### src/rtl/alut_pkg14.sv
`default_nettype none
// ============================================================================
// Package  : alut_pkg14
// Desc     : Shared constants for the ALUT age-scan block: entry field
//            positions, FSM state encodings and default dimensions.
// Revision : 1.0 - initial release
// ============================================================================
package alut_pkg14;

  // Default dimensions of the ALUT memory and timestamps
  localparam int DW_DEF = 83;
  localparam int DD_DEF = 256;
  localparam int AW_DEF = 8;
  localparam int TW_DEF = 32;

  // Entry field layout
  localparam int VALID_BIT = 82;
  localparam int TS_HI     = 81;
  localparam int TS_LO     = 50;
  localparam int PORT_HI   = 49;
  localparam int PORT_LO   = 48;
  localparam int MAC_HI    = 47;

  // Sweep FSM encodings
  localparam logic [2:0] ST_IDLE  = 3'd0;
  localparam logic [2:0] ST_READ  = 3'd1;
  localparam logic [2:0] ST_CHECK = 3'd2;
  localparam logic [2:0] ST_WRITE = 3'd3;
  localparam logic [2:0] ST_DONE  = 3'd4;

  // Structured view of one ALUT entry
  typedef struct packed {
    logic        valid;
    logic [31:0] ts;
    logic [1:0]  port;
    logic [47:0] mac;
  } alut_entry14_t;

endpackage : alut_pkg14
`default_nettype wire

### src/rtl/alut_age_cmp14.sv
`default_nettype none
// ============================================================================
// Module   : alut_age_cmp14
// Desc     : Combinational staleness test for one ALUT entry. The elapsed
//            time is taken modulo 2^TW so a wrapped free-running clock still
//            yields the correct age.
// Revision : 1.0 - initial release
// ============================================================================
module alut_age_cmp14
  import alut_pkg14::*;
#(
  parameter int TW = TW_DEF
) (
  input  logic [TW-1:0] curr_time,
  input  logic [TW-1:0] timestamp,
  input  logic [TW-1:0] limit,
  input  logic          valid,
  output logic          stale
);

  logic [TW-1:0] elapsed;

  // Unsigned subtraction wraps naturally; a zero limit disables ageing
  always_comb begin
    elapsed = curr_time - timestamp;
    stale   = valid & (limit != '0) & (elapsed > limit);
  end

endmodule : alut_age_cmp14
`default_nettype wire

### src/rtl/alut_age_scan14.sv
`default_nettype none
// ============================================================================
// Module   : alut_age_scan14
// Desc     : Age-checker port sequencer for the dual-port ALUT memory.
//            Sweeps every entry, invalidates valid entries older than the
//            age limit, and always yields to a same-address write from the
//            address-checker port.
// Revision : 1.0 - initial release
// ============================================================================
module alut_age_scan14
  import alut_pkg14::*;
#(
  parameter int DW = DW_DEF,
  parameter int DD = DD_DEF,
  parameter int AW = AW_DEF,
  parameter int TW = TW_DEF
) (
  input  logic          pclk14,
  input  logic          n_p_reset14,
  input  logic          scan_en14,
  input  logic          scan_start14,
  input  logic [TW-1:0] curr_time14,
  input  logic [TW-1:0] age_limit14,
  input  logic [AW-1:0] mem_addr_add14,
  input  logic          mem_write_add14,
  input  logic [DW-1:0] mem_read_data_age14,
  output logic [AW-1:0] mem_addr_age14,
  output logic          mem_write_age14,
  output logic [DW-1:0] mem_write_data_age14,
  output logic          scan_busy14,
  output logic          scan_done14,
  output logic          aged_evt14,
  output logic [AW:0]   aged_cnt14
);

  logic [2:0]    state_q,     state_d;
  logic [AW-1:0] scan_addr_q, scan_addr_d;
  logic          conflict_q,  conflict_d;
  logic [AW:0]   run_cnt_q,   run_cnt_d;
  logic [AW:0]   aged_cnt_q,  aged_cnt_d;
  logic [DW-1:0] word_q,      word_d;

  logic          add_hit;
  logic          last_entry;
  logic          stale;
  logic          write_ok;
  logic          advance;

  // Address-checker port is writing the entry currently being aged
  assign add_hit    = mem_write_add14 & (mem_addr_add14 == scan_addr_q);
  assign last_entry = (scan_addr_q == AW'(DD - 1));

  // An invalidating write survives only if no add-path write hits it
  assign write_ok   = (state_q == ST_WRITE) & ~add_hit;

  // Staleness of the word returned by the memory during CHECK
  alut_age_cmp14 #(
    .TW (TW)
  ) u_cmp (
    .curr_time (curr_time14),
    .timestamp (mem_read_data_age14[TS_HI:TS_LO]),
    .limit     (age_limit14),
    .valid     (mem_read_data_age14[VALID_BIT]),
    .stale     (stale)
  );

  // Next-state logic: sweep sequencing, conflict tracking and counting
  always_comb begin
    state_d     = state_q;
    scan_addr_d = scan_addr_q;
    conflict_d  = conflict_q;
    run_cnt_d   = run_cnt_q;
    aged_cnt_d  = aged_cnt_q;
    word_d      = word_q;
    advance     = 1'b0;

    case (state_q)
      ST_IDLE: begin
        if (scan_start14 & scan_en14) begin
          state_d     = ST_READ;
          scan_addr_d = '0;
          run_cnt_d   = '0;
          conflict_d  = 1'b0;
        end
      end
      ST_READ: begin
        conflict_d = conflict_q | add_hit;
        state_d    = ST_CHECK;
      end
      ST_CHECK: begin
        // A collision in this very cycle must also veto the write
        word_d     = mem_read_data_age14;
        conflict_d = conflict_q | add_hit;
        if (stale & ~(conflict_q | add_hit)) begin
          state_d = ST_WRITE;
        end else begin
          advance = 1'b1;
        end
      end
      ST_WRITE: begin
        if (write_ok) begin
          run_cnt_d = run_cnt_q + (AW + 1)'(1);
        end
        advance = 1'b1;
      end
      ST_DONE: begin
        aged_cnt_d = run_cnt_q;
        state_d    = ST_IDLE;
      end
      default: begin
        state_d = ST_IDLE;
      end
    endcase

    // Entry boundary: finish, abort on disable, or step to the next entry
    if (advance) begin
      if (last_entry) begin
        state_d = ST_DONE;
      end else if (!scan_en14) begin
        state_d = ST_IDLE;
      end else begin
        state_d     = ST_READ;
        scan_addr_d = scan_addr_q + AW'(1);
        conflict_d  = 1'b0;
      end
    end
  end

  // State registers with asynchronous active-low reset
  always_ff @(posedge pclk14 or negedge n_p_reset14) begin
    if (!n_p_reset14) begin
      state_q     <= ST_IDLE;
      scan_addr_q <= '0;
      conflict_q  <= 1'b0;
      run_cnt_q   <= '0;
      aged_cnt_q  <= '0;
      word_q      <= '0;
    end else begin
      state_q     <= state_d;
      scan_addr_q <= scan_addr_d;
      conflict_q  <= conflict_d;
      run_cnt_q   <= run_cnt_d;
      aged_cnt_q  <= aged_cnt_d;
      word_q      <= word_d;
    end
  end

  // Memory-port outputs decoded from the current state
  always_comb begin
    mem_addr_age14       = '0;
    mem_write_age14      = 1'b0;
    mem_write_data_age14 = '0;
    aged_evt14           = 1'b0;
    case (state_q)
      ST_READ, ST_CHECK: begin
        mem_addr_age14 = scan_addr_q;
      end
      ST_WRITE: begin
        mem_addr_age14                  = scan_addr_q;
        mem_write_data_age14            = word_q;
        mem_write_data_age14[VALID_BIT] = 1'b0;
        mem_write_age14                 = write_ok;
        aged_evt14                      = write_ok;
      end
      default: begin
      end
    endcase
  end

  assign scan_busy14 = (state_q != ST_IDLE);
  assign scan_done14 = (state_q == ST_DONE);
  assign aged_cnt14  = aged_cnt_q;

endmodule : alut_age_scan14
`default_nettype wire

### config.mk
export PLATFORM = sky130hd
export DESIGN_NAME = alut_age_scan14
export DESIGN_NICKNAME = d
export VERILOG_FILES = /design/src/rtl/alut_pkg14.sv /design/src/rtl/alut_age_cmp14.sv /design/src/rtl/alut_age_scan14.sv
export SDC_FILE = /design/constraint.sdc
export NUM_CORES = 1
export LEC_CHECK = 0
export CAP_MARGIN = 20
export CORE_ASPECT_RATIO = 1.1
export CORE_UTILIZATION = 51
export CTS_BUF_LIST = sky130_fd_sc_hd__clkbuf_8
export DETAILED_ROUTE_END_ITERATION = 12
export GPL_TIMING_DRIVEN = 0
export HOLD_SLACK_MARGIN = 0.05
export PLACE_DENSITY = 0.93
export SETUP_SLACK_MARGIN = 0.3
export SLEW_MARGIN = 20
export SYNTH_ARGS = -nofsm -noshare
export SYNTH_HDL_FRONTEND = slang
export SYNTH_SLANG_ARGS = --single-unit
export TNS_END_PERCENT = 30
### constraint.sdc
create_clock -name pclk14 -period 5 [get_ports pclk14]
set_input_delay 0.75 -clock pclk14 [delete_from_list [all_inputs] [get_ports pclk14]]
set_output_delay 0.75 -clock pclk14 [all_outputs]
set_load 0.1 [all_outputs]
# == After elaboration in Yosys (flattened, before gate mapping) ==
# Index checks and enable logic that the tools add are counted.
# word_totals
regBits,112
inputBits,160
output_inout_bits,104
elab_cells,62
# op_classes
addsub,3
magnitude_cmp,1
eq_ne,11
mux,24
bitwise_logic,9
reduce_logical,8
# op_table
cell,n
$mux 82,1
$mux 8,6
$gt 32x32->1,1
$reduce_bool 32->1,1
$sub 32x32->32,1
$mux 9,2
$pmux 9 s2,1
$mux 3,4
$pmux 3 s4,1
$add 9x1->9 const B,1
$add 8x1->8 const B,1
$eq 8x8->1,1
$eq 8x8->1 const B,1
$mux 1,7
$and 1x1->1,6
$eq 3x2->1 const B,2
$ne 2x2->1 const B,3
$ne 3x3->1 const B,2
$reduce_and 3->1,2
$pmux 1 s2,2
$eq 3x1->1 const B,1
$eq 3x3->1 const B,1
$logic_not 3->1,1
$reduce_bool 3->1,1
5 further kinds,6

# == Logic depth before layout (Yosys ltp) ==
# depth
ltp_word,9
depth_mapped,21
ltp_nobuf,21

# == Cells and area by module ==
# Synthesis repeated with hierarchy kept, for this count alone.
# unflattened
hier_cells,843
hier_area_um2,8085.3
# by_module_without_submodules
mod,n_inst,cells_per_inst,area_each_um2,seq_area_each_um2
alut_age_scan14,1,455,5368.9,2802.7
alut_age_cmp14,1,388,2716.4,0.0

# == Least setup slack after synthesis ==
# Ideal clock, no wire load.
# synth_timing
path_kind,input to register
from,input mem_read_data_age14[51]
to,register scan_addr_q[4]
setup_time_ns,0.121
arrival_time_ns,4.664
required_time_ns,4.879
setup_slack_ns,0.215
cell_stages,18
path_buffers,0
path_cell_list,inv_1 ha_1 nor2b_1 o31a_1 o31a_1 a41o_1 a41o_1 a221o_1 xor2_1 ha_1 a211oi_1 o21ai_0 a211oi_1 o221ai_1 nand2b_1 o21ai_2 mux2_2 a22o_1
# synth_between
elab_chain_len,7
# synth_lines
element,line,text
"start, declared",alut_age_scan14.sv:26,"input logic [DW-1:0] mem_read_data_age14,"
$sub 32x32->32,alut_age_cmp14.sv:25,elapsed = curr_time - timestamp;
$gt 32x32->1,alut_age_cmp14.sv:26,stale = valid & (limit != '0) & (elapsed > limit);
$and 1x1->1,alut_age_cmp14.sv:26,
$and 1x1->1,alut_age_scan14.sv:94,if (stale & ~(conflict_q | add_hit)) begin
$mux 1,alut_age_scan14.sv:94,
$pmux 1 s2,alut_age_scan14.sv:77,case (state_q)
$mux 8,alut_age_scan14.sv:116,if (advance) begin
via scan_addr_d[4],alut_age_scan14.sv:37,"logic [AW-1:0] scan_addr_q, scan_addr_d;"
"end signal, assigned",alut_age_scan14.sv:140,scan_addr_q <= scan_addr_d;
"end, declared",alut_age_scan14.sv:37,
# The timed path passes the listed nets, and every way through them passes these cells.
# A chain may end at the register's enable or synchronous reset.

# == Worst setup path after layout ==
# layout_timing
from,input mem_read_data_age14[51]
to,register scan_addr_q[5]
# The elaborated chain is that of the path after synthesis.

==> results.cfg <==
[setup_path]
cp_top_family = compound AO/OA/AOI/OAI gates
max_stage_delay_ns = 0.47
r2r_slack_ns = 2.30
crit_top_cell = o31a_1
slowest_stage = a2111o_1
cp_max_fo = 6
start_kind = input pin
path_class = input pin to register
critPathRequiredTime_ns = 5.33
path_buf_inv = 2
end_kind = register
crit_chain = buf_4, inv_2, ha_4, nor2b_4, o31a_1, o31a_1, o21ai_1, nand2b_1, a21o_1, a21oi_1, xnor2_1, ha_1, a211oi_2, o21bai_1, a2111o_1, a31oi_4, a21oi_4, o21ai_4, mux2_2, mux2i_1
arrival_ns = 5.14

[cts]
cts.sinks = 112
clockBufferDepth = 2
cts_tree = yes
cts.clk_slew.worst_paths_ns = 0.13
htreeDepth = 3
ctsRootBufferMaster = clkbuf_8
cts_buffers = 9
clk_latency_ns = 0.41
holdBufCountCts = 0

[grt]
grt_pass1_wl_microns = 41200
gr-total-overflow = 0
grt_start_max_net_pins = 58
grt_use_total = 0.332
antenna_found_initial = 2
first_global_vias = 8142

[flow_run]
drv_cap = 0

[routing]
first_pass_iters = 10
ant_nets = 0
drt_wl_total_microns = 28900
vias_per_cell = 6.09
drt_iter0_markers = 696
drcViolationCount = 3
vias = 8145
wire_per_inst_microns = 21.6

[floorplanning]
die_w_microns = 120
design.core.area_sq_um = 15000
die-area_sq_um = 15800
die_h_microns = 132
ios = 264
initial_core_util = 0.520
num_rows = 47

[yosys]
synth-main-ff-cell = dfrtp_1
avgSynthCellArea_sq_um = 9.61
ys_async_sr_fraction = 1.00
synth.distinct_cells = 59
ys_seq_area_frac = 0.359
syn_area_sq_um = 7800
synth_nets = 1038
synth_cells = 812
synth_edf_count = 0
ys_seq_elements = 112
yosys_warnings = 0

[place]
gp_congestion = 0.884
io_buffers = 261
dp_cells = 1270
place_hpwl_microns = 18400

[cells_and_area]
nets = 1360
num-fill-cells = 871
stdcell_count = 1337
final_core_util = 0.795
layout-drive-gt1-share = 0.237
multi_input_area_sq_um = 5150
seq_area_sq_um = 2800
syn_to_final_growth_pct = 52.9

[sta]
rsz0062_at_grt = true
finClkSkew_ns = 0.0183
max_freq_mhz = 208
post-route-min-period_ns = 4.81
slew_viol_final = 0
fin_setup_tns_ns = 0
finalCritPeriodShare = 0.962
timing.hold.ws_ns = 0.294
max_slew_margin = 0.289
worst_pin_slew_ns = 1.06
setup_viol = 0
final_hold_viol_count = 0

[status]
outcome = finished with violations
violations = design-rule violations

[power]
power_w = 0.00540
ir_drop_uv = 399
p_per_area_nw_per_um2 = 453
power.leakage_nw = 5.57

[hold_path]
hp-class = input pin to async pin
## flip-flops by register name, indices dropped and copies added (netlist names)
signal and cells:
state_q 3, aged_cnt14 9, scan_addr_q 8, run_cnt_q 9
word_q 82, conflict_q 1
## worst reg2reg max path, stage by stage (launching register included)
cell and delay [ns]:
dfrtp_1 0.47, nand2b_1 0.25, nor2_1 0.15, clkbuf_1 0.65, clkbuf_1 0.61, mux2_2 0.47
## report_power, final
group          internal, W  total, W  leakage [nW]  switching [W]
logic              0.00126   0.00335          4.11        0.00209
registers          0.00128   0.00149          1.37       0.000213
clock network     0.000193  0.000558        0.0999       0.000365
total              0.00273   0.00540          5.57        0.00267
## cells in the mapped netlist, drive strengths merged, types with 3 or more instances
cell type / number / area [sq um]
mux2i: 7 / 70.1
a211oi: 8 / 60.1
and3: 88 / 551
o21a: 4 / 30.0
o21bai: 3 / 22.5
clkbuf: 39 / 146
nand2: 37 / 139
a21oi: 41 / 205
xnor2: 25 / 219
nor2: 35 / 131
buf: 3 / 20.0
nand2b: 7 / 43.8
inv: 70 / 263
o31ai: 3 / 22.5
nor4: 9 / 56.3
nand3b: 3 / 22.5
ha: 65 / 813
or3: 3 / 18.8
mux2: 94 / 1060
and2: 12 / 75.1
nand3: 10 / 50.1
nor2b: 7 / 43.8
xor2: 16 / 140
nor3: 4 / 20.0
a31oi: 3 / 18.8
o21ai: 28 / 144
nand4: 19 / 119
a21o: 22 / 165
dfrtp: 112 / 2800
## path summary, 6_finish.rpt
kind | from | endpoint | cells after the start
worst max register to register | state_q[2] | word_q[66] | 5
worst min-delay path | n_p_reset14 | aged_cnt14[7] | 1
worst max-delay path | mem_read_data_age14[51] | scan_addr_q[5] | 20
min in group pclk14 | word_q[60] | word_q[60] | 1
worst min register to register | word_q[60] | word_q[60] | 1
max in group asynchronous | n_p_reset14 | word_q[72] | 2
## cell type report
| class | instances | share of cell area |
|---|---|---|
| clock inverters | 7 | 0.00556 |
| plain buffers | 42 | 0.0181 |
| clock buffers | 9 | 0.0104 |
| diodes | 2 | 0.000420 |
| flip-flops and latches | 112 | 0.235 |
| repair buffers | 311 | 0.256 |
| well taps | 196 | 0.0206 |
| multi-input cells | 588 | 0.432 |
| inverters | 70 | 0.0222 |
## metal layers
metal  global-route usage  wire (microns)  vias up
met2                0.585           14500      513
li1                     -               -     3542
met3               0.0655            2220      176
met5                    0               0        -
met1                0.372           10300     3914
met4                0.183            1820        0
## per-stage QoR
step,cell area (sq um),setup WS [ns]
finish,11900,0.192
CTS,11400,0.301
global route,11900,0.189
detailed placement,10700,-0.812
floorplan,7820,0.309
global placement,10700,-1.21
## cells by family (layout without fill, tap and decap cells)
kind of cell / count (synthesis) / after routing / synth area share
compound gates: 141 / 141 / 0.121
fa+ha+maj: 66 / 66 / 0.107
flops: 112 / 112 / 0.359
buf+inv: 112 / 439 / 0.0550
mux: 101 / 101 / 0.145
simple gates: 238 / 238 / 0.167
other cells: 1 / 3 / 0.000481
xor+xnor: 41 / 41 / 0.0460
## cell usage in the layout, fill, tap and decap left out, types with 7 or more instances in the layout
cell type          n
clkdlybuf4s50_1  228
dfrtp_1          112
mux2_2            92
and3_1            86
inv_1             58
buf_4             47
ha_1              45
nand2_1           35
clkbuf_1          34
nor2_1            33
xnor2_1           25
a21oi_1           23
a21o_1            22
nand4_1           19
xor2_1            16
ha_4              16
dlymetal6s2s_1    16
a21oi_2           14
o21ai_0           14
clkbuf_8          13
inv_2             12
and2_1            11
nand3_1            9
buf_6              8
nor4_1             8
o21ai_1            7
mux2i_1            7
dlygate4sd2_1      7
## repair_timing
item | in CTS | in global routing
gates resized for setup | 93 | 107
setup buffers | 23 | 26
pin swaps | 45 | 79
setup endpoints to repair | 12 | 12
hold endpoints to repair | 0 | 0
(Power assumes the default switching activity.)
